<file path="src/rtl/pll_pkg.sv">
// ---------------------------------------------------------------------------
// pll_pkg
// Definitions shared by the PLL datapath blocks (phase detector, loop filter).
//   ped_state_e : phase detector FSM states
//   err_max()   : largest signed error magnitude for a given error width. The
//                 negative full-scale code is never produced, so the range is
//                 symmetric.
// ---------------------------------------------------------------------------
package pll_pkg;

    typedef enum logic [1:0] {
        IDLE     = 2'd0,
        REF_LEAD = 2'd1,
        FB_LEAD  = 2'd2
    } ped_state_e;

    function automatic int err_max(input int width);
        return (1 << (width - 1)) - 1;
    endfunction

endpackage

</file>
<file path="src/rtl/edge_sync.sv">
// ---------------------------------------------------------------------------
// edge_sync
// Brings an asynchronous clock-like input into the clk_i domain through a
// SYNC_STAGES-deep flop chain, then emits a one-cycle registered pulse on
// each rising edge. The pulse lags the input by SYNC_STAGES+1 cycles.
// Ports:
//   clk_i    : sampling clock
//   reset_i  : synchronous, active-high reset (clears every flop)
//   async_i  : asynchronous input, treated as data
//   rise_o   : one-cycle rising-edge pulse
// ---------------------------------------------------------------------------
module edge_sync #(
    parameter int SYNC_STAGES = 2
) (
    input  logic clk_i,
    input  logic reset_i,
    input  logic async_i,
    output logic rise_o
);

    logic [SYNC_STAGES-1:0] sync_q;
    logic                   prev_q;
    logic                   rise_q;

    always_ff @(posedge clk_i) begin
        if (reset_i) begin
            sync_q <= '0;
            prev_q <= 1'b0;
            rise_q <= 1'b0;
        end else begin
            sync_q <= {sync_q[SYNC_STAGES-2:0], async_i};
            prev_q <= sync_q[SYNC_STAGES-1];
            rise_q <= sync_q[SYNC_STAGES-1] & ~prev_q;
        end
    end

    assign rise_o = rise_q;

endmodule

</file>
<file path="src/rtl/phase_error_detector.sv">
// ---------------------------------------------------------------------------
// phase_error_detector
// Counter-based phase/frequency detector feeding the loop filter. Reference
// and DCO feedback clocks are sampled as data; the gen_clk_i cycle distance
// between their rising edges is published as a signed, saturated error.
// Ports:
//   gen_clk_i     : sampling clock, the only clock
//   reset_i       : synchronous, active-high reset
//   ref_clk_i     : reference clock (asynchronous)
//   fb_clk_i      : DCO feedback clock (asynchronous)
//   error_o       : signed error, positive when ref leads (DCO too slow)
//   error_valid_o : one-cycle pulse marking a new result
//   lock_o        : high after LOCK_COUNT consecutive small results
// ---------------------------------------------------------------------------
module phase_error_detector
    import pll_pkg::*;
#(
    parameter int ERROR_WIDTH    = 8,
    parameter int SYNC_STAGES    = 2,
    parameter bit HOLD_ERROR     = 1'b0,
    parameter int LOCK_THRESH    = 2,
    parameter int LOCK_COUNT     = 16,
    parameter int LOCK_CNT_WIDTH = 5
) (
    input  logic                   gen_clk_i,
    input  logic                   reset_i,
    input  logic                   ref_clk_i,
    input  logic                   fb_clk_i,
    output logic [ERROR_WIDTH-1:0] error_o,
    output logic                   error_valid_o,
    output logic                   lock_o
);

    localparam int CNT_W = ERROR_WIDTH - 1;
    localparam logic [CNT_W-1:0] CNT_MAX = CNT_W'(err_max(ERROR_WIDTH));
    localparam logic [CNT_W-1:0] CNT_ONE = CNT_W'(1);
    localparam logic signed [ERROR_WIDTH-1:0] THR_POS = ERROR_WIDTH'(LOCK_THRESH);
    localparam logic signed [ERROR_WIDTH-1:0] THR_NEG = -THR_POS;
    localparam logic [LOCK_CNT_WIDTH-1:0] LOCK_MAX = LOCK_CNT_WIDTH'(LOCK_COUNT);

    logic ref_rise;
    logic fb_rise;

    ped_state_e                     state_q, state_d;
    logic [CNT_W-1:0]               count_q, count_d;
    logic signed [ERROR_WIDTH-1:0]  err_q, err_d;
    logic                           vld_q, vld_d;
    logic [LOCK_CNT_WIDTH-1:0]      lock_cnt_q, lock_cnt_d;
    logic                           lock_q, lock_d;

    logic                           pub_vld;
    logic                           pub_neg;
    logic [CNT_W-1:0]               pub_mag;
    logic signed [ERROR_WIDTH-1:0]  pub_val;
    logic [CNT_W-1:0]               count_inc;
    logic                           in_thresh;

    edge_sync #(.SYNC_STAGES(SYNC_STAGES)) u_ref_sync (
        .clk_i   (gen_clk_i),
        .reset_i (reset_i),
        .async_i (ref_clk_i),
        .rise_o  (ref_rise)
    );

    edge_sync #(.SYNC_STAGES(SYNC_STAGES)) u_fb_sync (
        .clk_i   (gen_clk_i),
        .reset_i (reset_i),
        .async_i (fb_clk_i),
        .rise_o  (fb_rise)
    );

    // Saturating distance counter; it is loaded with 1 on the opening edge
    // so that it equals N in the cycle of a closing edge N cycles later.
    assign count_inc = (count_q == CNT_MAX) ? count_q : count_q + CNT_ONE;

    always_comb begin
        state_d = state_q;
        count_d = count_inc;
        pub_vld = 1'b0;
        pub_neg = 1'b0;
        pub_mag = '0;
        unique case (state_q)
            IDLE: begin
                count_d = CNT_ONE;
                if (ref_rise && fb_rise) begin
                    pub_vld = 1'b1;
                end else if (ref_rise) begin
                    state_d = REF_LEAD;
                end else if (fb_rise) begin
                    state_d = FB_LEAD;
                end
            end
            REF_LEAD: begin
                if (fb_rise) begin
                    pub_vld = 1'b1;
                    pub_mag = count_q;
                    if (ref_rise) begin
                        count_d = CNT_ONE;
                    end else begin
                        state_d = IDLE;
                    end
                end else if (ref_rise) begin
                    // Feedback edge went missing: report full scale and
                    // start timing against the new reference edge.
                    pub_vld = 1'b1;
                    pub_mag = CNT_MAX;
                    count_d = CNT_ONE;
                end
            end
            FB_LEAD: begin
                pub_neg = 1'b1;
                if (ref_rise) begin
                    pub_vld = 1'b1;
                    pub_mag = count_q;
                    if (fb_rise) begin
                        count_d = CNT_ONE;
                    end else begin
                        state_d = IDLE;
                    end
                end else if (fb_rise) begin
                    pub_vld = 1'b1;
                    pub_mag = CNT_MAX;
                    count_d = CNT_ONE;
                end
            end
            default: begin
                state_d = IDLE;
            end
        endcase
    end

    // Magnitude never exceeds ERR_MAX, so negation cannot overflow.
    always_comb begin
        pub_val = $signed({1'b0, pub_mag});
        if (pub_neg) begin
            pub_val = -$signed({1'b0, pub_mag});
        end
    end

    always_comb begin
        vld_d = pub_vld;
        if (pub_vld) begin
            err_d = pub_val;
        end else if (HOLD_ERROR) begin
            err_d = err_q;
        end else begin
            err_d = '0;
        end
    end

    // Lock tracking works on the published result; lock_q is loaded from the
    // next-state count so it moves in the cycle right after a valid pulse.
    assign in_thresh = (err_q >= THR_NEG) && (err_q <= THR_POS);

    always_comb begin
        lock_cnt_d = lock_cnt_q;
        if (vld_q) begin
            if (!in_thresh) begin
                lock_cnt_d = '0;
            end else if (lock_cnt_q != LOCK_MAX) begin
                lock_cnt_d = lock_cnt_q + LOCK_CNT_WIDTH'(1);
            end
        end
        lock_d = (lock_cnt_d == LOCK_MAX);
    end

    always_ff @(posedge gen_clk_i) begin
        if (reset_i) begin
            state_q    <= IDLE;
            count_q    <= '0;
            err_q      <= '0;
            vld_q      <= 1'b0;
            lock_cnt_q <= '0;
            lock_q     <= 1'b0;
        end else begin
            state_q    <= state_d;
            count_q    <= count_d;
            err_q      <= err_d;
            vld_q      <= vld_d;
            lock_cnt_q <= lock_cnt_d;
            lock_q     <= lock_d;
        end
    end

    assign error_o       = err_q;
    assign error_valid_o = vld_q;
    assign lock_o        = lock_q;

endmodule

</file>
<file path="config.mk">
export PLATFORM = sky130hd
export DESIGN_NAME = phase_error_detector
export DESIGN_NICKNAME = d
export VERILOG_FILES = /design/src/rtl/pll_pkg.sv /design/src/rtl/edge_sync.sv /design/src/rtl/phase_error_detector.sv
export SDC_FILE = /design/constraint.sdc
export NUM_CORES = 1
export LEC_CHECK = 0
export BUFFER_PORTS_ARGS = -buffer_cell sky130_fd_sc_hd__clkbuf_2
export CAP_MARGIN = 25
export CORE_MARGIN = 2
export CORE_UTILIZATION = 53
export DETAILED_ROUTE_END_ITERATION = 10
export HOLD_SLACK_MARGIN = 0.15
export PLACE_DENSITY = 0.77
export SYNTH_ARGS = -nofsm -noshare
export SYNTH_HDL_FRONTEND = slang
export SYNTH_HIERARCHICAL = 1
export SYNTH_SLANG_ARGS = --single-unit
export TNS_END_PERCENT = 20
</file>
<file path="constraint.sdc">
create_clock -name gen_clk_i -period 2.2 [get_ports gen_clk_i]
set_input_delay 0.22 -clock gen_clk_i [delete_from_list [all_inputs] [get_ports gen_clk_i]]
set_output_delay 0.22 -clock gen_clk_i [all_outputs]
set_load 0.01 [all_outputs]
</file>
# After elaboration in Yosys (flattened, before gate mapping)
# Index checks and enable logic that the tools add are counted.
dict set report totals {
  ff_bits 32
  output_inout_bits 10
  elab_cells 69
}
dict set report classes {
  add_sub_neg 3
  magnitude_cmp 2
  eq_ne 11
  mux 28
  n_bitwise 6
  reduce_logical 6
}
# op n
set op_table {}
lappend op_table {{7-bit 2-to-1 mux} 8}
lappend op_table {{7-bit case mux with 3 select lines} 1}
lappend op_table {{5-bit 2-to-1 mux} 3}
lappend op_table {{2-bit 2-to-1 mux} 7}
lappend op_table {{7-bit case mux with 2 select lines} 1}
lappend op_table {{8-bit by 2-bit greater-or-equal comparator with 1-bit output, second input constant} 1}
lappend op_table {{8-bit by 3-bit less-or-equal comparator with 1-bit output, second input constant} 1}
lappend op_table {{7-bit negation with 8-bit output} 1}
lappend op_table {{7-bit by 1-bit adder with 7-bit output, second input constant} 1}
lappend op_table {{7-bit equality test, second input constant} 1}
lappend op_table {{1-bit 2-to-1 mux} 6}
lappend op_table {{2-bit != test, second input constant} 3}
lappend op_table {{2-bit case mux with 3 select lines} 1}
lappend op_table {{6-bit AND reduction} 1}
lappend op_table {{5-bit by 1-bit adder with 5-bit output, second input constant} 1}
lappend op_table {{5-bit equality test, second input constant} 1}
lappend op_table {{5-bit != test, second input constant} 1}
lappend op_table {{2-bit by 1-bit != test with 1-bit output, second input constant} 2}
lappend op_table {{1-bit inverter} 4}
lappend op_table {{3-bit by 1-bit != test with 1-bit output, second input constant} 1}
lappend op_table {{1-bit case mux with 3 select lines} 1}
lappend op_table {{3-bit OR reduction} 1}
lappend op_table {{1-bit bitwise AND} 2}
lappend op_table {{2-bit by 1-bit equality test with 1-bit output, second input constant} 1}
lappend op_table {{other kinds (4)} 5}

# Longest topological paths before layout
# Gate-level depths: netlist of the first run.
dict set report depth {
  word_depth 5
  depth_mapped 11
}

# Cells and area by module
# The synthesis of the first run kept the hierarchy.
# mod instances cells_each area_each_um2
set modules_own_cells {}
lappend modules_own_cells {phase_error_detector 1 181 1519.0}
lappend modules_own_cells {edge_sync 2 8 111.4}

# Worst setup path before layout of the first run
# No wires, ideal clock.
dict set report synth_path {
  kind {register to register}
  start {register state_q[0]}
  end {register err_q[4] (netlist: error_o[4])}
  arrival_time_ns 2.278
  slack_ns -0.198
  path_stages_with_launch 12
  path_buffers 1
  period_less_slack_ns 2.398
  path_cell_list {dfxtp_1 inv_1 ha_1 clkbuf_1 nand2_1 o22a_2 a21boi_0 ha_1 and3_1 o21ai_0 a21oi_1 o31a_1}
}
dict set report synth_between {
  elab_chain_len 4
  word_cells_on_any_way 10
  cone_classes {1 x add/sub; 2 x eq/ne; 4 x mux; 1 x bitwise; 2 x reduce/logical}
}
# item line_no
set synth_rtl {}
lappend synth_rtl {{from (decl)} phase_error_detector.sv:44} ;# ped_state_e state_q, state_d;
lappend synth_rtl {{from (signal assigned)} phase_error_detector.sv:176} ;# state_q <= state_d;
lappend synth_rtl {{2-bit equality test (tied with other cells)} phase_error_detector.sv:82} ;# unique case (state_q)
lappend synth_rtl {{7-bit case mux with 2 select lines or 1-bit case mux with 3 select lines (tied branches)} phase_error_detector.sv:82}
lappend synth_rtl {{7-bit negation with 8-bit output or 1-bit inverter (tied branches)} --}
lappend synth_rtl {{7-bit 2-to-1 mux or 2-bit OR reduction (tied branches)} --}
lappend synth_rtl {{to (signal assigned)} phase_error_detector.sv:178} ;# err_q <= err_d;
lappend synth_rtl {{to (decl)} phase_error_detector.sv:46} ;# logic signed [ERROR_WIDTH-1:0] err_q, err_d;
# Parallel ways exist; a longest one is shown, timed or not.
# A chain may end at the register's enable or synchronous reset.

# Final worst setup path of the first run
dict set report layout_path {
  start {register state_q[1]}
  end {register err_q[4] (netlist: error_o[4])}
}
# The elaborated chain is that of the path after synthesis.

==> results.ini, run 1 <==
[outcome]
status = completed

[finish]
final_area_mm2 = 0.00203
layout_common_cells = 30 x dfxtp_1, 15 x nand2_1, 15 x nor2_1
fin_cells = 267
drive_gt1_share_pct = 26.9
synthToLayoutAreaGrowth_pct = 16.5
nets = 234
mostFrequentLayoutCell = dfxtp_1
regArea_um2 = 643
postLayoutCoreUtil_pct = 65.9
multi_input_area_mm2 = 0.00105
n_antenna_cell = 0
nFillCells = 258

[route]
drc = 0
drt_iter0_markers = 134
wl_per_cell_um = 14.5
drt_wl_total_mm = 3.87
ant_nets = 0
vias_per_cell = 5.79
drt_first_pass_iters = 4
via_count = 1545

[hold_path]
hold_start = reset_i
worstHoldPathCells = 2
hp-class = input pin to register
hold-path-endpoint = lock_cnt_q[2]$_SDFF_PP0_

[worst_setup_path]
cp.required_ns = 2.42
cp_max_fo = 5
critical_path_class = register to register
reg2reg_depth = 10
cp.arrival_ns = 2.37
rr_startpoint = state_q[1]$_SDFFE_PP0P_
end_kind = register
r2r_end = error_o[4]$_SDFF_PP0_
start_kind = register
r2r_setup_slack_ns = 0.04

[clock_network]
numCtsBuffers = 5
htree_levels = 2
numClockSinks = 32
clockRootBuffer = clkbuf_4
clockBufferDepth = 2
clock_latency_ns = 0.33
cts_tree = done
clkTransAtPathRegs_ns = 0.11

[synth]
synthAdderAreaFrac_pct = 5.75
synth_xor_area_share_pct = 3.02
syn_inst = 197
synth_simple_gate_area_share_pct = 23.0
synth.area.top_cells = dfxtp_1 37%, ha_1 5.7%, nand2_1 3.2%, nor2_1 3.2%, nor2b_1 3.2%
yosysUniqueCellTypes = 53
ys_seq_area_share_pct = 36.8
synth_top_area_share_pct = 36.8
postSynthAreaPerCell_um2 = 8.84
yosys_warnings = 6
syn_area_mm2 = 0.00174
synth_top_family_by_area = simple AND/OR/NAND/NOR gates
synthMuxAreaShare_pct = 3.59
syn_nets = 209
synthArstFlopShare_pct = 0
synth_edf_count = 0
ys_ff_latch = 32
synth-compound-area-share_pct = 23.0
synth_area_leader_cell = dfxtp_1
synth_flop_cell = dfxtp_1

[timing]
drv_slew = 0
fmax_mhz = 464
slew_headroom_pct = 73.5
fin_crit_sh_pct = 98.0
setup-tns-final_ns = 0
finalSetupViolCount = 0
post-route-worst-setup-slack_ns = 0.0439
fin_crit_ns = 2.16
finalHoldViolCount = 0
tightest_slew_ns = 0.396
clock_skew_ns = 0.0143

[place]
dp_slack_ns = -0.0461
placed_area_mm2 = 0.00188
port_buffers = 13
dp_cells = 253
hpwl_mm = 2.73
gp_congestion = 0.845

[die]
start_util_pct = 56.6
die-height_um = 61.3
io_pins = 14
row_count = 20
die_x_um = 61.3
coreArea_mm2 = 0.00308
dieArea_mm2 = 0.00376

[global_routing]
grt_pass1_wl_mm = 6.42
met3_usage_pct = 6.30
use_met1_pct = 27.1
grt_use_met2_pct = 40.4
antenna_found_initial = 0
grt_max_degree = 19
gr-total-overflow = 0
grt_usage_pct = 23.4
busiest_layer = met2
grt_pass1_vias = 1486

[power]
power.density_mw_per_mm2 = 513
ir_drop_v = 0.000300
leakage_nw = 0.826

[run]
maxCapViolCount = 0

-- how the worst max path moves through the flow --
stage	end	startpoint	slack, ns	cells after the start
6_report	error_o[4]$_SDFF_PP0_	state_q[1]$_SDFFE_PP0P_	0.04	10
5_1_grt	error_o[4]$_SDFF_PP0_	state_q[1]$_SDFFE_PP0P_	-0.001	10
4_1_cts	error_o[4]$_SDFF_PP0_	state_q[1]$_SDFFE_PP0P_	0.01	10
3_5_place_dp	error_o[4]$_SDFF_PP0_	state_q[0]$_SDFFE_PP0P_	-0.05	10
3_3_place_gp	error_o[4]$_SDFF_PP0_	state_q[0]$_SDFFE_PP0P_	0.05	10
2_1_floorplan	error_o[4]$_SDFF_PP0_	state_q[0]$_SDFFE_PP0P_	0.002	11
-- Yosys cell counts, types with 3 or more instances --
library cell / n
ha_1: 8
a21oi_1: 9
and3_1: 3
nor2b_1: 9
o21ai_0: 11
buf_2: 5
nor2_1: 15
dfxtp_1: 32
inv_1: 8
a311oi_1: 3
a21boi_0: 3
nand2_1: 15
nand4_1: 4
xor2_1: 5
a211oi_1: 6
nand3_1: 7
clkbuf_1: 4
nand2b_1: 5
-- area by class of cell --
class,instances,share of cell area (%)
clock buffer,6,2.53
clock inverter,2,0.493
inverter,9,1.66
multi-input combinational,146,51.9
sequential,32,31.7
tap,44,2.71
timing repair buffer,28,9.00
-- metrics by stage --
stage | hold WS, ns | power, mW
finish | 0.309 | 1.04
global route | 0.333 | 1.08
CTS | 0.305 | 1.04
detailed placement | 0.395 | 0.686
global placement | 0.395 | 0.682
floorplan | 0.291 | 0.666
-- report_power, final --
| group | switching (mW) | total [mW] | internal (mW) |
|---|---|---|---|
| clock | 0.204 | 0.356 | 0.152 |
| combinational | 0.0461 | 0.0855 | 0.0394 |
| sequential | 0.00889 | 0.599 | 0.590 |
| total | 0.259 | 1.04 | 0.782 |
-- worst max-delay path: stages, from the launching register on --
cell      delay [ns]
dfxtp_2         0.37
inv_2           0.06
ha_4            0.28
nand2_1         0.06
o22a_2          0.25
a21boi_2        0.17
ha_2            0.21
and3_1          0.16
o21ai_1         0.11
a21oi_1         0.08
o31a_1          0.30
-- cell families (layout without fill, tap and decap cells) --
kind of cell	count (synthesis)	after routing
AOI/OAI and AO/OA	55	55
xor gates and xnor gates	6	6
adders and majority gates	8	8
buffers and inverters	19	45
DFF	32	32
muxes	5	5
and+or+nand+nor	72	72
-- metal layers --
metal	wire, um	up-vias
met4	55	0
met2	2000	51
li1	-	759
met3	216	6
met1	1600	729
met5	0	-
-- what timing repair did --
action | CTS | global route
setup buffers | 2 | 2
resized for setup | 3 | 7
hold buffers | 2 | 0
endpoints found under the setup margin | 1 | 2
hold endpoints to repair | 2 | 0
pin swaps | 0 | 5
-- state kept, by name, indices dropped and copies added (netlist names) --
name               cells
error_o                8
count_q                7
lock_cnt_q             5
state_q                2
u_fb_sync/sync_q       2
u_ref_sync/sync_q      2
error_valid_o          1
lock_o                 1
u_fb_sync/prev_q       1
u_fb_sync/rise_o       1
u_ref_sync/prev_q      1
u_ref_sync/rise_o      1
No activity file was read; power rests on OpenSTA's default activity.
==> inputs of run 2 (changes only) <==
CELL_PAD_IN_SITES_DETAIL_PLACEMENT = 1   (was default)
CELL_PAD_IN_SITES_GLOBAL_PLACEMENT = 1   (was default)
CORE_UTILIZATION = 40   (was 53)
PLACE_DENSITY = 0.76   (was 0.77)
==> results.ini, run 2 (synthesis results as in run 1) <==
[global_routing]
grt_use_met2_pct = 32.4  ; was 40.4%
use_met1_pct = 22.9  ; was 27.1%
met3_usage_pct = 4.76  ; was 6.30%
grt_max_degree = 19  ; unchanged
antenna_found_initial = 0  ; unchanged
grt_usage_pct = 19.0  ; was 23.4%
gr-total-overflow = 0  ; unchanged
grt_pass1_wl_mm = 7.49  ; was 6.42 mm
grt_pass1_vias = 1600  ; was 1,486
busiest_layer = met2  ; unchanged

[die]
start_util_pct = 42.6  ; was 56.6%
coreArea_mm2 = 0.00409  ; was 0.00308 mm2
die_x_um = 70.0  ; was 61.3 um
die-height_um = 70.0  ; was 61.3 um
row_count = 23  ; was 20
io_pins = 14  ; unchanged
dieArea_mm2 = 0.00490  ; was 0.00376 mm2

[power]
seqPwrFrac_pct = 51.4  ; was 57.6%
ir_drop_v = 0.000303  ; was 0.000300 V
power.density_mw_per_mm2 = 553  ; was 513 mW/mm2
switching_share_pct = 22.7  ; was 24.9%
combPwrFrac_pct = 7.4  ; was 8.2%
leakage_nw = 0.870  ; was 0.826 nW
p_int_uw = 907  ; was 782 uW
p_clk_share_pct = 41.3  ; was 34.2%
p_sw_uw = 267  ; was 259 uW

[worst_setup_path]
cp.arrival_ns = 2.34  ; was 2.37 ns
cp.required_ns = 2.36  ; was 2.42 ns
cp_top_family = compound AO/OA/AOI/OAI gates  ; unchanged
end_kind = register  ; unchanged
critical_path_class = register to register  ; unchanged
start_kind = register  ; unchanged
reg2reg_depth = 10  ; unchanged
cp_num_buf_inv = 1  ; unchanged
worst-path-stages = 10  ; unchanged
slowest_stage = dfxtp_4  ; was dfxtp_2
max_stage_delay_ns = 0.37  ; about the same
critical_path.cell_chain = inv_2 > ha_4 > nand2_1 > o22a_2 > a21boi_4 > ha_2 > and3_4 > o21ai_2 > a21oi_2 > o31a_1  ; was inv_2 > ha_4 > nand2_1 > o22a_2 > a21boi_2 > ha_2 > and3_1 > o21ai_1 > a21oi_1 > o31a_1
cp_max_fo = 4  ; was 5

[hold_path]
hp-class = input pin to register  ; unchanged
worstHoldPathCells = 2  ; unchanged

[finish]
synthToLayoutAreaGrowth_pct = 22.0  ; was 16.5%
largest_reg_flops = 8  ; unchanged
mostFrequentLayoutCell = dfxtp_1  ; unchanged
final_area_mm2 = 0.00212  ; was 0.00203 mm2
n_antenna_cell = 0  ; unchanged
nets = 236  ; was 234
drive_gt1_share_pct = 28.6  ; was 26.9%
fin_cells = 274  ; was 267
layout_common_cells = 30 x dfxtp_1, 16 x buf_4, 15 x nand2_1, 15 x nor2_1, 13 x clkbuf_2  ; was 30 x dfxtp_1, 15 x nand2_1, 15 x nor2_1

[clock_network]
clock_latency_ns = 0.28  ; was 0.33 ns
clockRootBuffer = clkbuf_8  ; was clkbuf_4
numClockSinks = 32  ; unchanged
clkTransAtPathRegs_ns = 0.06  ; was 0.11 ns
numCtsBuffers = 5  ; unchanged
htree_levels = 2  ; unchanged
cts_tree = done  ; unchanged
clockBufferDepth = 2  ; unchanged

[route]
ant_nets = 0  ; unchanged
drc = 0  ; unchanged
drt_iter0_markers = 40  ; was 134
wl_per_cell_um = 16.8  ; was 14.5 um
vias_per_cell = 5.65  ; was 5.79
drt_first_pass_iters = 4  ; unchanged
drt_wl_total_mm = 4.61  ; was 3.87 mm
via_count = 1549  ; was 1,545

[place]
hpwl_mm = 3.25  ; was 2.73 mm
dp_cells = 259  ; was 253
gp_congestion = 0.846  ; was 0.845
port_buffers = 13  ; unchanged
placed_area_mm2 = 0.00189  ; was 0.00188 mm2

[timing]
finalSetupViolCount = 0  ; unchanged
slew_headroom_pct = 73.2  ; was 73.5%
drv_slew = 0  ; unchanged
setup-tns-final_ns = 0  ; unchanged
fin_crit_ns = 2.17  ; was 2.16 ns
clock_skew_ns = 0.00797  ; was 0.0143 ns
tightest_slew_ns = 0.402  ; was 0.396 ns
fin_crit_sh_pct = 98.7  ; was 98.0%
finalHoldViolCount = 0  ; unchanged
fmax_mhz = 460  ; was 464 MHz

[run]
maxCapViolCount = 0  ; unchanged

[outcome]
status = completed  ; unchanged

[run 2: layout make-up]
class	count	area, um2
Clock buffer	7	96.3
Timing Repair Buffer	30	195
Tap cell	50	62.6
Sequential cell	32	646
Multi-Input combinational cell	146	1090
Inverter	9	33.8
Fill cell	480	1960
[run 2: what timing repair did]
item / CTS / global route
pin swaps: 1 / 7
resized for setup: 7 / 10
setup endpoints to repair: 2 / 2
hold buffers: 1 / 0
endpoints found under the hold margin: 1 / 0
setup buffers: 1 / 6
[run 2: worst register-to-register path, stage by stage (launching register included)]
cell	delay [ns]
dfxtp_4	0.37
inv_2	0.07
ha_4	0.29
nand2_1	0.06
o22a_2	0.27
a21boi_4	0.15
ha_2	0.22
and3_4	0.17
o21ai_2	0.11
a21oi_2	0.06
o31a_1	0.29
[run 2: path summary, 6_finish.rpt]
kind	to	from	slack (ns)
max	error_o[4]$_SDFF_PP0_	state_q[0]$_SDFFE_PP0P_	0.03
min	u_ref_sync/sync_q[0]$_SDFF_PP0_	ref_clk_i	0.16
max reg2reg	error_o[4]$_SDFF_PP0_	state_q[0]$_SDFFE_PP0P_	0.03
min reg2reg	u_ref_sync/rise_o$_SDFF_PP0_	u_ref_sync/prev_q$_SDFF_PP0_	0.40
[run 2: power by group through the flow]
stage                     Sequential [mW]  Clock [mW]  Combinational (mW)
after floorplan                     0.611           0              0.0546
after global placement              0.615           0              0.0672
after detailed placement            0.616           0              0.0720
after CTS                           0.602       0.500              0.0788
after global routing                0.605       0.524              0.0944
final                               0.603       0.485              0.0863
[run 2: per-layer routing]
layer,wire (um),vias to the layer above
met5,0,-
met4,42,0
met3,105,5
met2,2300,17
met1,2160,765
li1,-,762
[run 2: through the flow]
step	hold WS, ns	util, %	power [mW]	setup slack [ns]
global placement	0.397	46.3	0.682	0.0531
detailed placement	0.397	46.3	0.688	-0.0592
finish	0.159	52.0	1.17	0.0284
global route	0.156	52.0	1.22	-0.0387
floorplan	0.291	-	0.666	0.00180
CTS	0.157	49.7	1.18	0.0204
